===== src/rtl/vx_wrr_packet_arb_pkg.sv =====
// Shared definitions for the weighted round-robin packet arbiter.
// Holds the lock-state encoding and the select-width helper used by the top level.
package vx_wrr_packet_arb_pkg;

  typedef enum logic {
    ARB_IDLE   = 1'b0,
    ARB_LOCKED = 1'b1
  } arb_state_e;

  function automatic int sel_width(input int n);
    return (n > 1) ? $clog2(n) : 1;
  endfunction

endpackage


===== src/rtl/vx_wrr_packet_arb_skid.sv =====
// Output stage of the packet arbiter: a two-entry skid buffer sustaining one beat per
// cycle with a registered output, or a plain wire-through when PASSTHRU is set.
module vx_wrr_packet_arb_skid #(
  parameter int DATAW    = 1,
  parameter bit PASSTHRU = 1'b0
) (
  input  logic             clk,
  input  logic             rst_n,
  input  logic             valid_in,
  input  logic [DATAW-1:0] data_in,
  output logic             ready_in,
  output logic             valid_out,
  output logic [DATAW-1:0] data_out,
  input  logic             ready_out
);

  if (PASSTHRU) begin : g_pass
    logic unused_clk;
    assign unused_clk = clk;
    assign valid_out  = valid_in & rst_n;
    assign data_out   = data_in;
    assign ready_in   = ready_out & rst_n;
  end else begin : g_reg
    logic             vld_p1;
    logic [DATAW-1:0] dat_p1;
    logic             skid_vld_p1;
    logic [DATAW-1:0] skid_dat_p1;

    // Input is accepted whenever the spill slot is free, so a stall costs no bubble.
    assign ready_in  = rst_n & ~skid_vld_p1;
    assign valid_out = vld_p1;
    assign data_out  = dat_p1;

    // Stage p1: output register plus spill slot
    always_ff @(posedge clk or negedge rst_n) begin
      if (!rst_n) begin
        vld_p1      <= 1'b0;
        dat_p1      <= '0;
        skid_vld_p1 <= 1'b0;
        skid_dat_p1 <= '0;
      end else if (!vld_p1 || ready_out) begin
        if (skid_vld_p1) begin
          vld_p1      <= 1'b1;
          dat_p1      <= skid_dat_p1;
          skid_vld_p1 <= 1'b0;
        end else begin
          vld_p1 <= valid_in;
          if (valid_in) dat_p1 <= data_in;
        end
      end else if (valid_in && !skid_vld_p1) begin
        skid_vld_p1 <= 1'b1;
        skid_dat_p1 <= data_in;
      end
    end
  end

endmodule


===== src/rtl/vx_wrr_packet_arb.sv =====
// Weighted round-robin packet arbiter: grants are held for a whole packet and each
// input may send weight[i]+1 packets in a row before priority moves on.
module vx_wrr_packet_arb
  import vx_wrr_packet_arb_pkg::*;
#(
  parameter int  NUM_INPUTS = 4,
  parameter int  DATAW      = 32,
  parameter int  WEIGHTW    = 4,
  parameter int  OUT_REG    = 1,
  localparam int SELW       = sel_width(NUM_INPUTS)
) (
  input  logic                          clk,
  input  logic                          reset,
  input  logic [NUM_INPUTS-1:0]         valid_in,
  input  logic [NUM_INPUTS*DATAW-1:0]   data_in,
  input  logic [NUM_INPUTS-1:0]         last_in,
  output logic [NUM_INPUTS-1:0]         ready_in,
  input  logic [NUM_INPUTS*WEIGHTW-1:0] weight,
  output logic                          valid_out,
  output logic [DATAW-1:0]              data_out,
  output logic                          last_out,
  output logic [SELW-1:0]               sel_out,
  input  logic                          ready_out
);

  arb_state_e         state;
  logic [SELW-1:0]    owner;
  logic [SELW-1:0]    prio;
  logic [WEIGHTW-1:0] used;

  logic [SELW-1:0]    pick;
  logic [SELW-1:0]    sel;
  logic [SELW-1:0]    sel_next;
  logic [WEIGHTW-1:0] used_eff;
  logic [WEIGHTW-1:0] w_sel;
  logic [DATAW-1:0]   beat_data;
  logic               beat_last;
  logic               grant_valid;
  logic               arb_ready;
  logic               fire;

  function automatic logic [SELW-1:0] rr_pick(input logic [NUM_INPUTS-1:0] req,
                                               input logic [SELW-1:0]       start);
    logic [SELW-1:0] idx;
    logic            found;
    rr_pick = start;
    found   = 1'b0;
    idx     = start;
    for (int k = 0; k < NUM_INPUTS; k++) begin
      if (!found && req[idx]) begin
        rr_pick = idx;
        found   = 1'b1;
      end
      idx = (idx == SELW'(NUM_INPUTS - 1)) ? '0 : idx + 1'b1;
    end
  endfunction

  assign pick        = rr_pick(valid_in, prio);
  assign sel         = (state == ARB_LOCKED) ? owner : pick;
  assign grant_valid = reset & ((state == ARB_LOCKED) ? valid_in[owner] : |valid_in);
  assign fire        = grant_valid & arb_ready;
  assign used_eff    = (sel == prio) ? used : '0;
  assign sel_next    = (sel == SELW'(NUM_INPUTS - 1)) ? '0 : sel + 1'b1;

  always_comb begin
    beat_data = '0;
    beat_last = 1'b0;
    w_sel     = '0;
    ready_in  = '0;
    for (int i = 0; i < NUM_INPUTS; i++) begin
      if (sel == SELW'(i)) begin
        beat_data   = data_in[i*DATAW +: DATAW];
        beat_last   = last_in[i];
        w_sel       = weight[i*WEIGHTW +: WEIGHTW];
        ready_in[i] = arb_ready & reset;
      end
    end
  end

  // Lock and weighted rotation; weights are sampled only when a packet completes.
  always_ff @(posedge clk or negedge reset) begin
    if (!reset) begin
      state <= ARB_IDLE;
      owner <= '0;
      prio  <= '0;
      used  <= '0;
    end else if (fire) begin
      if (beat_last) begin
        state <= ARB_IDLE;
        if (NUM_INPUTS > 1) begin
          if (used_eff >= w_sel) begin
            prio <= sel_next;
            used <= '0;
          end else begin
            prio <= sel;
            used <= used_eff + 1'b1;
          end
        end
      end else if (state == ARB_IDLE) begin
        state <= ARB_LOCKED;
        owner <= sel;
      end
    end
  end

  logic [DATAW+SELW:0] out_bundle;

  vx_wrr_packet_arb_skid #(
    .DATAW    (DATAW + 1 + SELW),
    .PASSTHRU (OUT_REG == 0)
  ) u_out (
    .clk       (clk),
    .rst_n     (reset),
    .valid_in  (grant_valid),
    .data_in   ({beat_last, sel, beat_data}),
    .ready_in  (arb_ready),
    .valid_out (valid_out),
    .data_out  (out_bundle),
    .ready_out (ready_out)
  );

  assign {last_out, sel_out, data_out} = out_bundle;

endmodule


===== config.mk =====
export PLATFORM = sky130hd
export DESIGN_NAME = vx_wrr_packet_arb
export DESIGN_NICKNAME = d
export VERILOG_FILES = /design/src/rtl/vx_wrr_packet_arb_pkg.sv /design/src/rtl/vx_wrr_packet_arb_skid.sv /design/src/rtl/vx_wrr_packet_arb.sv
export SDC_FILE = /design/constraint.sdc
export NUM_CORES = 1
export LEC_CHECK = 0
export BUFFER_PORTS_ARGS = -buffer_cell sky130_fd_sc_hd__buf_4
export CORE_ASPECT_RATIO = 0.75
export CORE_MARGIN = 4
export CORE_UTILIZATION = 40
export DETAILED_ROUTE_END_ITERATION = 8
export GPL_TIMING_DRIVEN = 0
export PLACE_DENSITY = 0.77
export SLEW_MARGIN = 5
export SYNTH_ARGS = -nofsm -noshare
export SYNTH_HDL_FRONTEND = slang
export SYNTH_SLANG_ARGS = --single-unit

===== constraint.sdc =====
create_clock -name clk -period 4.75 [get_ports clk]
set_input_delay 0.2375 -clock clk [delete_from_list [all_inputs] [get_ports clk]]
set_output_delay 0.2375 -clock clk [all_outputs]
set_load 0.01 [all_outputs]

==> out/metrics.cfg <==
[layout]
layout-drive-gt1-share_pct = 33.45
diodes = 0
fin_util_pct = 57.77
layout.cells.most_common_list = buf_4, a21oi_1, nand2_1
final_standard_cell_area_without_fillers_sq_um = 7546
finish.net_count = 1045
final_common_cell = buf_4
area_growth_syn_to_layout_pct = 41.01

[sta]
setup_viol = 0
post_layout_min_period_ns = 4.535
timing.final.hold_violations = 0
slew_at_the_pin_closest_to_its_max_slew_limit_ns = 1.061
final_max_slew_viols = 0
timing.max_slew.rel_slack_pct = 29.26
maxClockFrequency_mhz = 220.5
worst_clock_skew_on_the_final_layout_ns = 0.007793
post-route-period-util_pct = 95.47

[pwr]
power_per_cell_area_nw_per_um2 = 879.3
ir_drop_v = 0.0003489
leakage_nw = 3.405

[synthesis]
synthesis.instances = 670
synthDominantCellAreaShare_pct = 37.88
synthesis.area_per_instance_sq_um = 7.987
ys_async_sr_fraction_pct = 100.0
synth.net_count = 835
count_of_flip_flops_with_a_built_in_enable_after_synthesis = 0
ys_dominant_reg_cell = dfrtp_1
yosys-top-cells-area = dfrtp_1, a21oi_1, mux2_2
synth.yosys.warnings = 0
seq_cells_post_synth = 81
netlist_area_sq_um = 5351
sequential_fraction_of_the_synthesis_area_pct = 37.88
ys_types = 53
synth_top_area_cell = dfrtp_1

[clocking]
cts-root-buf = clkbuf_16
clk_pin_slew_worst_paths_ns = 0.06
cts.sinks = 81
cts_tree = done
cts.htree.levels = 3
cts-root-to-sink-buffers = 2
cts_buffers = 9
cts-hold-fix-buffers = 0
clock_latency_ns = 0.34

[place]
hpwlAfterDp_mm = 14.11
port_buffers = 192
place.gp.congestion = 0.9032
dpl_cell_area_sq_um = 7012

[critical_path]
timing.reg2reg.worst_path_depth = 22
worstSetupEndpoint = used[2]
critical_path.cell_chain = ha_4 > buf_6 > nor2b_4 > o311a_1 > a211o_1 > a211oi_2 > nor2_2 > nor2_4 > inv_2 > ha_2 > buf_4 > buf_6 > nand2_1 > o21ai_2 > ha_1 > nand2b_1 > a21o_1 > a21o_1 > a21oi_4 > o2111ai_2 > mux2_4 > nand2_1
worst_path_max_delay_cell = dfrtp_2
cp-end-kind = register
critical_path.startpoint_type = register
worstReg2RegStart = prio[0]
timing.rr.end = used[2]
required_ns = 5.03
max_stage_delay_ns = 0.45
criticalPathCategory = register to register
highest_fanout_seen_on_the_critical_path = 10
crit_start = prio[0]
worst-endpoint-arrival_ns = 4.81
r2r_setup_slack_ns = 0.21

[global_route]
first_global_vias = 5363
maximum_number_of_pins_on_one_net_before_global_route_repair = 84
globalRouteTotalUtil_pct = 23.44
grt_remaining_overflow = 0
grt_pass1_wl_mm = 28.43
antenna_found_initial = 0

[job]
maxCapViolations = 0

[route]
num_vias = 5779
vias_per_cell = 5.473
routed_wire_length_per_instance_um = 17.66
detail_route.iter0.violations = 430
dr.pass1.iters = 5
drc_errors = 0
routed_wl_mm = 18.65
postRouteAntennaNets = 0

[floorplanning]
design.core.area_sq_um = 13060
placement_rows = 36
initial_core_util_pct = 40.97
die-area_sq_um = 15310
fp.dieH_um = 108.2
io_pins = 195
fp.dieW_um = 141.6

[min_path]
hp-class = primary input to asynchronous set/reset pin

[outcome]
run_status = complete, no violations

worst max-delay path: cells and delay by family (launching register included):
family | cells | cell delay (ns)
DFF | 1 | 0.45
AOI/OAI and AO/OA | 8 | 1.70
buffers and inverters | 4 | 0.60
muxes | 1 | 0.29
adders and majority gates | 3 | 0.75
and+or+nand+nor | 6 | 0.70
kinds of logic (layout without fill, tap and decap cells):
logic type,count (synthesis),count (layout),synth area share [%]
AO/OA/AOI/OAI,224,224,23.12
XOR/XNOR,1,1,0.1637
AND/OR/NAND/NOR,243,243,21.09
multiplexers,48,48,10.45
flip-flops,81,81,37.88
buffers and inverters,63,278,4.957
adder cells (fa/ha/maj),10,10,2.338
power by group:
group,leakage (nW),internal (mW),switching [mW],total (mW)
sequential,0.976,1.04,0.193,1.23
clock,0.129,0.369,0.276,0.644
combinational,2.30,2.05,2.72,4.76
stage by stage:
step	instances	power (mW)	setup TNS, ns	setup slack [ns]	hold WS, ns
2_1_floorplan	670	4.122	0	0.02924	-0.05809
3_3_place_gp	1033	5.354	-5.005	-0.9465	0.4769
3_5_place_dp	1033	5.448	-5.308	-0.9885	0.4815
4_1_cts	1053	6.362	0	0.02638	0.1174
5_1_grt	1056	7.211	-0.1058	-0.04382	0.1698
6_report	1056	6.635	0	0.2150	0.07461
registers in the layout, indices dropped and copies added (netlist names):
signal,cells
owner,2
used,4
prio,2
state,1
u_out.data_out,35
u_out.valid_out,1
u_out.g_reg.skid_vld_p1,1
u_out.g_reg.skid_dat_p1,35
timing repair:
item | 4_1_cts | 5_1_grt
resized for setup | 28 | 31
buffers inserted | 5 | 6
pin swaps | 6 | 14
setup endpoints to repair | 6 | 6
area by class of cell:
cell class,count,area [sq um]
fill,1187,5517
multi-input combinational,526,3204
sequential,81,2028
timing repair buffer,203,1528
buffer,51,266.5
clock buffer,12,246.5
tap,171,214.0
inverter,8,30.03
clock inverter,4,28.78
cell usage after synthesis (all sizes together), types with 2 or more instances:
library cell	count
a22oi	2
inv	8
a221oi	3
a21oi	150
buf	16
nor2	89
and2	9
mux4	2
nand2	89
a311oi	2
o21ai	42
and3	2
nor3b	2
nand3b	32
o221ai	2
nor2b	6
o21a	3
mux2	40
a2111oi	2
o31a	3
clkbuf	39
nand2b	5
nand3	3
dfrtp	81
or4	2
a21o	3
mux2i	6
ha	10
metal layers:
metal | vias up | global-route usage (%) | share of wire (%)
met5 | - | 0 | 0
li1 | 2768 | - | -
met3 | 31 | 6.587 | 8.2
met2 | 236 | 34.27 | 43
met1 | 2744 | 33.70 | 46
met4 | 0 | 7.055 | 2.3
how the worst min path moves through the flow:
stage / from / slack (ns) / depth (start not counted) / endpoint
2_1_floorplan: reset / -0.06 / 0 / owner[0]
3_3_place_gp: reset / 0.48 / 1 / u_out.data_out[23]
3_5_place_dp: reset / 0.48 / 1 / u_out.data_out[23]
4_1_cts: reset / 0.12 / 1 / u_out.data_out[23]
5_1_grt: reset / 0.17 / 1 / u_out.data_out[23]
6_report: reset / 0.07 / 1 / u_out.data_out[23]
No activity file was read; power rests on OpenSTA's default activity.
